### src/rtl/mux_test_sequencer.sv
// Stimulus/check engine for bench-testing N:1 mux ICs: sweeps the select bus,
// pulses the chip enable, samples dut_y once per code and counts mismatches.
module mux_test_sequencer #(
    parameter int SEL_W         = 3,
    parameter int DWELL         = 4,
    parameter int EN_CYCLES     = 2,
    parameter int GAP_CYCLES    = 28,
    parameter bit EN_ACTIVE_LOW = 1'b0,
    parameter int ERR_W         = 8
) (
    input  logic                  clk,
    input  logic                  rst,
    input  logic                  enable,
    input  logic                  continuous,
    input  logic [2**SEL_W-1:0]   pattern,
    input  logic                  dut_y,
    output logic                  en_out,
    output logic [SEL_W-1:0]      sel,
    output logic                  strobe,
    output logic                  busy,
    output logic                  done,
    output logic [ERR_W-1:0]      err_cnt,
    output logic                  err
);
    localparam int DW_W = (DWELL > 1) ? $clog2(DWELL) : 1;
    localparam int GP_W = (GAP_CYCLES > 1) ? $clog2(GAP_CYCLES) : 1;
    localparam logic [DW_W-1:0] DW_LAST = DW_W'(DWELL - 1);
    localparam logic [DW_W-1:0] STB_AT  = DW_W'(EN_CYCLES - 1);
    localparam logic [GP_W-1:0] GP_LAST = GP_W'((GAP_CYCLES > 0) ? GAP_CYCLES - 1 : 0);

    typedef enum logic [2:0] {S_IDLE, S_SWEEP, S_GAP, S_DONE, S_WAIT_LOW} state_t;

    state_t            state_q, state_d;
    logic [SEL_W-1:0]  code_q, code_d;
    logic [DW_W-1:0]   dwell_q, dwell_d;
    logic [GP_W-1:0]   gap_q, gap_d;
    logic [ERR_W-1:0]  err_cnt_q, err_cnt_d;
    logic              err_q, err_d;
    logic [SEL_W-1:0]  sel_q, sel_d;
    logic              en_q, en_d;
    logic              strobe_q, strobe_d;
    logic              busy_q, busy_d;
    logic              done_q, done_d;
    logic              mismatch, sweep_end, act_d;

    always_comb begin
        state_d   = state_q;
        code_d    = code_q;
        dwell_d   = dwell_q;
        gap_d     = gap_q;
        err_cnt_d = err_cnt_q;
        err_d     = err_q;
        sweep_end = 1'b0;

        // strobe_q marks the cycle whose closing edge samples dut_y
        mismatch = strobe_q && (dut_y != pattern[code_q]);
        if (mismatch) begin
            err_d = 1'b1;
            if (err_cnt_q != '1) err_cnt_d = err_cnt_q + 1'b1;
        end

        case (state_q)
            S_IDLE: begin
                if (enable) begin
                    state_d   = S_SWEEP;
                    code_d    = '0;
                    dwell_d   = '0;
                    err_cnt_d = '0;
                    err_d     = 1'b0;
                end
            end
            S_SWEEP: begin
                if (dwell_q == DW_LAST) begin
                    dwell_d = '0;
                    if (code_q == '1) begin
                        if (GAP_CYCLES > 0) begin
                            state_d = S_GAP;
                            gap_d   = '0;
                        end else begin
                            sweep_end = 1'b1;
                        end
                    end else begin
                        code_d = code_q + 1'b1;
                    end
                end else begin
                    dwell_d = dwell_q + 1'b1;
                end
            end
            S_GAP: begin
                if (gap_q == GP_LAST) sweep_end = 1'b1;
                else                  gap_d = gap_q + 1'b1;
            end
            S_DONE:     state_d = S_WAIT_LOW;
            S_WAIT_LOW: state_d = S_WAIT_LOW;
            default:    state_d = S_IDLE;
        endcase

        // continuous is taken live at the sweep boundary so it can be changed mid-run
        if (sweep_end) begin
            code_d  = '0;
            dwell_d = '0;
            state_d = continuous ? S_SWEEP : S_DONE;
        end

        if (!enable) begin
            state_d = S_IDLE;
            code_d  = '0;
            dwell_d = '0;
        end

        act_d    = (state_d == S_SWEEP) && (32'(dwell_d) < EN_CYCLES);
        en_d     = act_d ^ EN_ACTIVE_LOW;
        strobe_d = (state_d == S_SWEEP) && (dwell_d == STB_AT);
        sel_d    = (state_d == S_SWEEP) ? code_d : '0;
        busy_d   = (state_d == S_SWEEP) || (state_d == S_GAP);
        done_d   = (state_d == S_DONE);
    end

    always_ff @(posedge clk or posedge rst) begin
        if (rst) begin
            state_q   <= S_IDLE;
            code_q    <= '0;
            dwell_q   <= '0;
            gap_q     <= '0;
            err_cnt_q <= '0;
            err_q     <= 1'b0;
            sel_q     <= '0;
            en_q      <= EN_ACTIVE_LOW;
            strobe_q  <= 1'b0;
            busy_q    <= 1'b0;
            done_q    <= 1'b0;
        end else begin
            state_q   <= state_d;
            code_q    <= code_d;
            dwell_q   <= dwell_d;
            gap_q     <= gap_d;
            err_cnt_q <= err_cnt_d;
            err_q     <= err_d;
            sel_q     <= sel_d;
            en_q      <= en_d;
            strobe_q  <= strobe_d;
            busy_q    <= busy_d;
            done_q    <= done_d;
        end
    end

    assign en_out  = en_q;
    assign sel     = sel_q;
    assign strobe  = strobe_q;
    assign busy    = busy_q;
    assign done    = done_q;
    assign err_cnt = err_cnt_q;
    assign err     = err_q;
endmodule

### config.mk
export PLATFORM = sky130hd
export DESIGN_NAME = mux_test_sequencer
export DESIGN_NICKNAME = d
export VERILOG_FILES = /design/src/rtl/mux_test_sequencer.sv
export SDC_FILE = /design/constraint.sdc
export NUM_CORES = 1
export LEC_CHECK = 0
export ABC_AREA = 1
export BUFFER_PORTS_ARGS = -buffer_cell sky130_fd_sc_hd__buf_2
export CAP_MARGIN = 20
export CORE_MARGIN = 5
export CORE_UTILIZATION = 50
export CTS_CLUSTER_SIZE = 25
export DETAILED_ROUTE_END_ITERATION = 6
export PLACE_DENSITY = 0.73
export SETUP_SLACK_MARGIN = 0.05
export SYNTH_ARGS = -nofsm -noshare
export SYNTH_HDL_FRONTEND = slang
export SYNTH_SLANG_ARGS = --single-unit
### constraint.sdc
create_clock -name clk -period 3.5 [get_ports clk]
set_input_delay 0.875 -clock clk [delete_from_list [all_inputs] [get_ports clk]]
set_output_delay 0.875 -clock clk [all_outputs]
set_load 0.1 [all_outputs]
# Word level (Yosys, flattened, before mapping)
# Index checks and enable logic that the tools add are counted.
[totals] register_bits=29 output_inout_bits=16
[classes] n_addsub=4 order_cmp=2 eq_ne=16 muxes=31 n_reduce_logical=8
[ops] cell="2-to-1 mux 8 bit" n=4
[ops] cell="2-to-1 mux 3 bit" n=9
[ops] cell="2-to-1 mux 5 bit" n=3
[ops] cell="== test 3 x 2 -> 1 bit (second input constant)" n=4
[ops] cell="one-hot mux 3 bit (4 select lines)" n=1
[ops] cell="one-hot mux 5 bit (2 select lines)" n=1
[ops] cell="adder 8 x 1 -> 8 bit (second input constant)" n=1
[ops] cell="2-to-1 mux 2 bit" n=4
[ops] cell="inequality test 8 bit (second input constant)" n=1
[ops] cell="== test 3 x 1 -> 1 bit (second input constant)" n=2
[ops] cell="== test 3 bit (second input constant)" n=2
[ops] cell="2-to-1 mux 1 bit" n=6
[ops] cell="inequality test 2 bit (second input constant)" n=3
[ops] cell="one-hot mux 3 bit (2 select lines)" n=1
[ops] cell="adder 5 x 1 -> 5 bit (second input constant)" n=1
[ops] cell="== test 5 bit (second input constant)" n=1
[ops] cell="< comparator 3 x 4 -> 1 bit (second input constant)" n=1
[ops] cell="one-hot mux 2 bit (2 select lines)" n=1
[ops] cell="AND reduction 4 bit" n=1
[ops] cell="adder 3 x 1 -> 3 bit (second input constant)" n=1
[ops] cell="binary-select mux 1 bit (select 3 bit)" n=1
[ops] cell="logical AND 1 bit" n=3
[ops] cell="logical NOT 3 bit" n=1
[ops] cell="adder 2 x 1 -> 2 bit (second input constant)" n=1
[ops] cell="other kinds (7)" n=7

# Depth between registers and ports, before layout
[logic_depth] ltp_word=8 depth_mapped=11

# Worst setup path after synthesis
# Ideal clock, no wire load.
[synth_path] path_kind="register to register" start="register err_cnt_q[1] (netlist: err_cnt[1])" end="register err_cnt_q[0] (netlist: err_cnt[0])" setup_time_ns=0.118 arrival_ns=2.038 required_time_ns=3.382 path_slack_ns=1.345 path_stages_with_launch=11 n_path_buf=0 period_less_slack_ns=2.155 path_cell_list="dfrtp_1 -> ha_1 -> nand2_1 -> inv_1 -> nand4_1 -> nand2_1 -> inv_1 -> nand2_1 -> nand2_1 -> nand2_1 -> nor2_1"
[synth_between] elab_chain_cells=5
[synth_rtl] element="start: declaration" line_no="37" rtl="logic [ERR_W-1:0] err_cnt_q, err_cnt_d;"
[synth_rtl] element="start signal: assignment" line_no="137" rtl="err_cnt_q <= err_cnt_d;"
[synth_rtl] element="inequality test 8 bit *" line_no="59" rtl="if (err_cnt_q != '1) err_cnt_d = err_cnt_q + 1'b1;"
[synth_rtl] element="2-to-1 mux 8 bit *" line_no="59"
[synth_rtl] element="2-to-1 mux 8 bit *" line_no="57" rtl="if (mismatch) begin"
[synth_rtl] element="2-to-1 mux 8 bit" line_no="64" rtl="if (enable) begin"
[synth_rtl] element="2-to-1 mux 8 bit *" line_no="62" rtl="case (state_q)"
[synth_rtl] element="net err_cnt_d[0]" line_no="37"
# Mark *: on every way through the listed nets, which the timed path passes. The rest lies on a longest branch.
# A chain may end at the register's enable or synchronous reset.

# Final worst setup path
[layout_path] start="register err_cnt_q[6] (netlist: err_cnt[6])" end="output port err_cnt[6]"
[layout_lines] element="end: declaration" line_no="22" rtl="output logic [ERR_W-1:0] err_cnt,"
# No word-level cell between the ends.

==> flow_metrics.tcl <==
set metrics [dict create \
    hold_buffers 0 \
    vias 1358 \
    maxSlewHeadroom 0.612 \
    p_switching_w 0.000202 \
    synthArstFlopShare 1.00 \
    overflow 0 \
    cts_resized 0 \
    worstMarginPinSlew_ns 0.581 \
    htreeDepth 2 \
    combinationalPowerShare 0.173 \
    post_cts_buffers 0 \
    slowest_delay_ns 0.46 \
    coreArea_um2 3100 \
    cts_num_sinks 29 \
    ys_seq_elements 29 \
    die-area_um2 4510 \
    die_x_um 67.2 \
    drt-pass1-iter-count 4 \
    synthesis.nets 224 \
    worstSetupStartpointType "flop" \
    synth_fa_ha_area_frac 0.0306 \
    crit_buf_inv 1 \
    antenna_cells 0 \
    yosys.cell_types.count 30 \
    grt_max_degree 16 \
    seq_area_frac_synth 0.444 \
    grt_util_all_layers 0.152 \
    swShare 0.304 \
    die_height_um 67.2 \
    start_util 0.527 \
    grt_pass1_vias 1294 \
    slew_violations 0 \
    outcome "finished, final reports clean" \
    synth_ff_type "dfrtp_1" \
    power_frac_seq 0.528 \
    wl_per_cell_um 10.0 \
    dpl_cell_area_um2 1830 \
    layout_common_cells "nand2_1 (47), inv_1 (32), dfrtp_1 (29)" \
    drt_iter0_drc 88 \
    clk_latency_ns 0.31 \
    setup-violations-final 0 \
    place_congestion 0.785 \
    num_rows 20 \
    crit_family "buffers and inverters" \
    clkPwrFrac 0.299 \
    mostFrequentLayoutCell "nand2_1" \
    crit_required_ns 2.62 \
    power_density_nw_per_um2 352 \
    layout-drive-gt1-share 0.231 \
    maxCapViolCount 0 \
    via_per_inst 4.75 \
    yosys_warnings 0 \
    synth_compound_area_frac 0.0689 \
    hold_violations 0 \
    post-route-drc-count 0 \
    io_pins 29 \
    crit_chain "buf_2" \
    antenna_left 0 \
    clk_root_buffer_cell "clkbuf_4" \
    final_nets 259 \
    syn_to_final_growth_pct 15.5 \
    synth.avg_cell_area_um2 7.90 \
    critical_path.max_fanout 5 \
    leakage_nw 1.03 \
    hpwl_mm 2.32 \
    finalSetupTns_ns 0 \
    routed_wl_mm 2.87 \
    placedCellCount 279 \
    cp.arrival_ns 1.20 \
    fin_skew_ns 0.00216 \
    cts_tree "done" \
    portBuffers 28 \
    synthSimpleGateAreaFrac 0.340 \
    design_area_um2 1890 \
    end_kind "output port" \
    fin_crit_ns 2.08 \
    clk_pin_slew_ns 0.08 \
    hp-class "reg -> reg" \
    muxShareOfSynthArea 0 \
    p_int_w 0.000462 \
    synthCells 207 \
    fmax_mhz 482 \
    netlist_area_um2 1640 \
    fin_cells 286 \
    synth_edf_count 0 \
    ir_drop_v 0.000200 \
    rsz0062_at_grt "false" \
    critPathSlowestCell "buf_2" \
    synth_xor_area_frac 0.0214 \
    cts_buffers 5 \
    final_core_util 0.609 \
    grt_pass1_wl_mm 5.29 \
    worstSetupPathType "reg -> out" \
    whs_ns 0.535 \
    clk_path_buf_depth 2 \
    finalCritPeriodShare 0.593 \
    antenna_found_initial 0 \
    synth_top_family_by_area "simple AND/OR/NAND/NOR gates" \
]
## cells in the mapped netlist, types with 2 or more instances
cell	count	area, µm²
nor3_1	3	15.0
nor2_4	2	22.5
nand2_1	47	176
nor3_2	4	40.0
inv_2	4	15.0
nand3_1	19	95.1
nand2_4	2	22.5
nor2_1	28	105
inv_1	32	120
xor2_1	4	35.0
dfrtp_1	29	726
nand3_4	2	35.0
a31oi_1	2	12.5
ha_1	4	50.1
a21oi_1	8	40.0
o21ai_0	3	15.0
## registers in the layout, indices dropped and copies added, names as in the netlist
signal	count
err_cnt	8
gap_q	5
code_q	3
sel	3
state_q	3
dwell_q	2
busy	1
done	1
en_out	1
err	1
strobe	1
## through the flow
stage / total power (W) / setup WS (ns)
2_1_floorplan: 0.000449 / 1.34
3_3_place_gp: 0.000471 / 1.56
3_5_place_dp: 0.000474 / 1.54
4_1_cts: 0.000673 / 1.41
5_1_grt: 0.000702 / 1.36
6_report: 0.000664 / 1.42
## area by class of cell
cell class	count	area [µm²]
fill	313	1210
multi-input combinational	139	754
sequential	29	726
timing repair buffer	29	155
inverter	38	144
clock buffer	7	55.1
tap	44	55.1
## path summary, 6_finish.rpt
kind / startpoint / end / slack (ns) / cells after the start
max: err_cnt[6]$_DFF_PP0_ / err_cnt[6] / 1.42 / 1
min: err$_DFF_PP0_ / err$_DFF_PP0_ / 0.53 / 2
max reg2reg: code_q[0]$_DFF_PP0_ / busy$_DFF_PP0_ / 1.77 / 10
min reg2reg: err$_DFF_PP0_ / err$_DFF_PP0_ / 0.53 / 2
max in group asynchronous: rst / err_cnt[5]$_DFF_PP0_ / 2.39 / 3
min in group asynchronous: rst / err_cnt[0]$_DFF_PP0_ / 0.61 / 2
## routing by layer
metal / track usage / share of wire / wire [µm] / vias up
met5: 0 / 0 / 0 / -
met4: 0.0532 / 0.018 / 53 / 0
met3: 0.0383 / 0.051 / 147 / 7
met2: 0.243 / 0.45 / 1310 / 23
met1: 0.200 / 0.48 / 1370 / 610
li1: - / - / - / 718
## power groups by stage
stage	logic, W	clock network (W)	registers [W]
3_5_place_dp	0.000117	0	0.000357
2_1_floorplan	0.0000413	0	0.000408
5_1_grt	0.000125	0.000225	0.000352
3_3_place_gp	0.000114	0	0.000357
4_1_cts	0.000117	0.000206	0.000351
6_report	0.000115	0.000199	0.000350
## logic make-up (layout without fill, tap and decap cells)
logic type,Yosys count,count (layout)
xor gates and xnor gates,4,4
AOI/OAI and AO/OA,19,19
buffers and inverters,39,74
and+or+nand+nor,112,112
DFF,29,29
adders and majority gates,4,4
No activity file was read; power rests on OpenSTA's default activity.
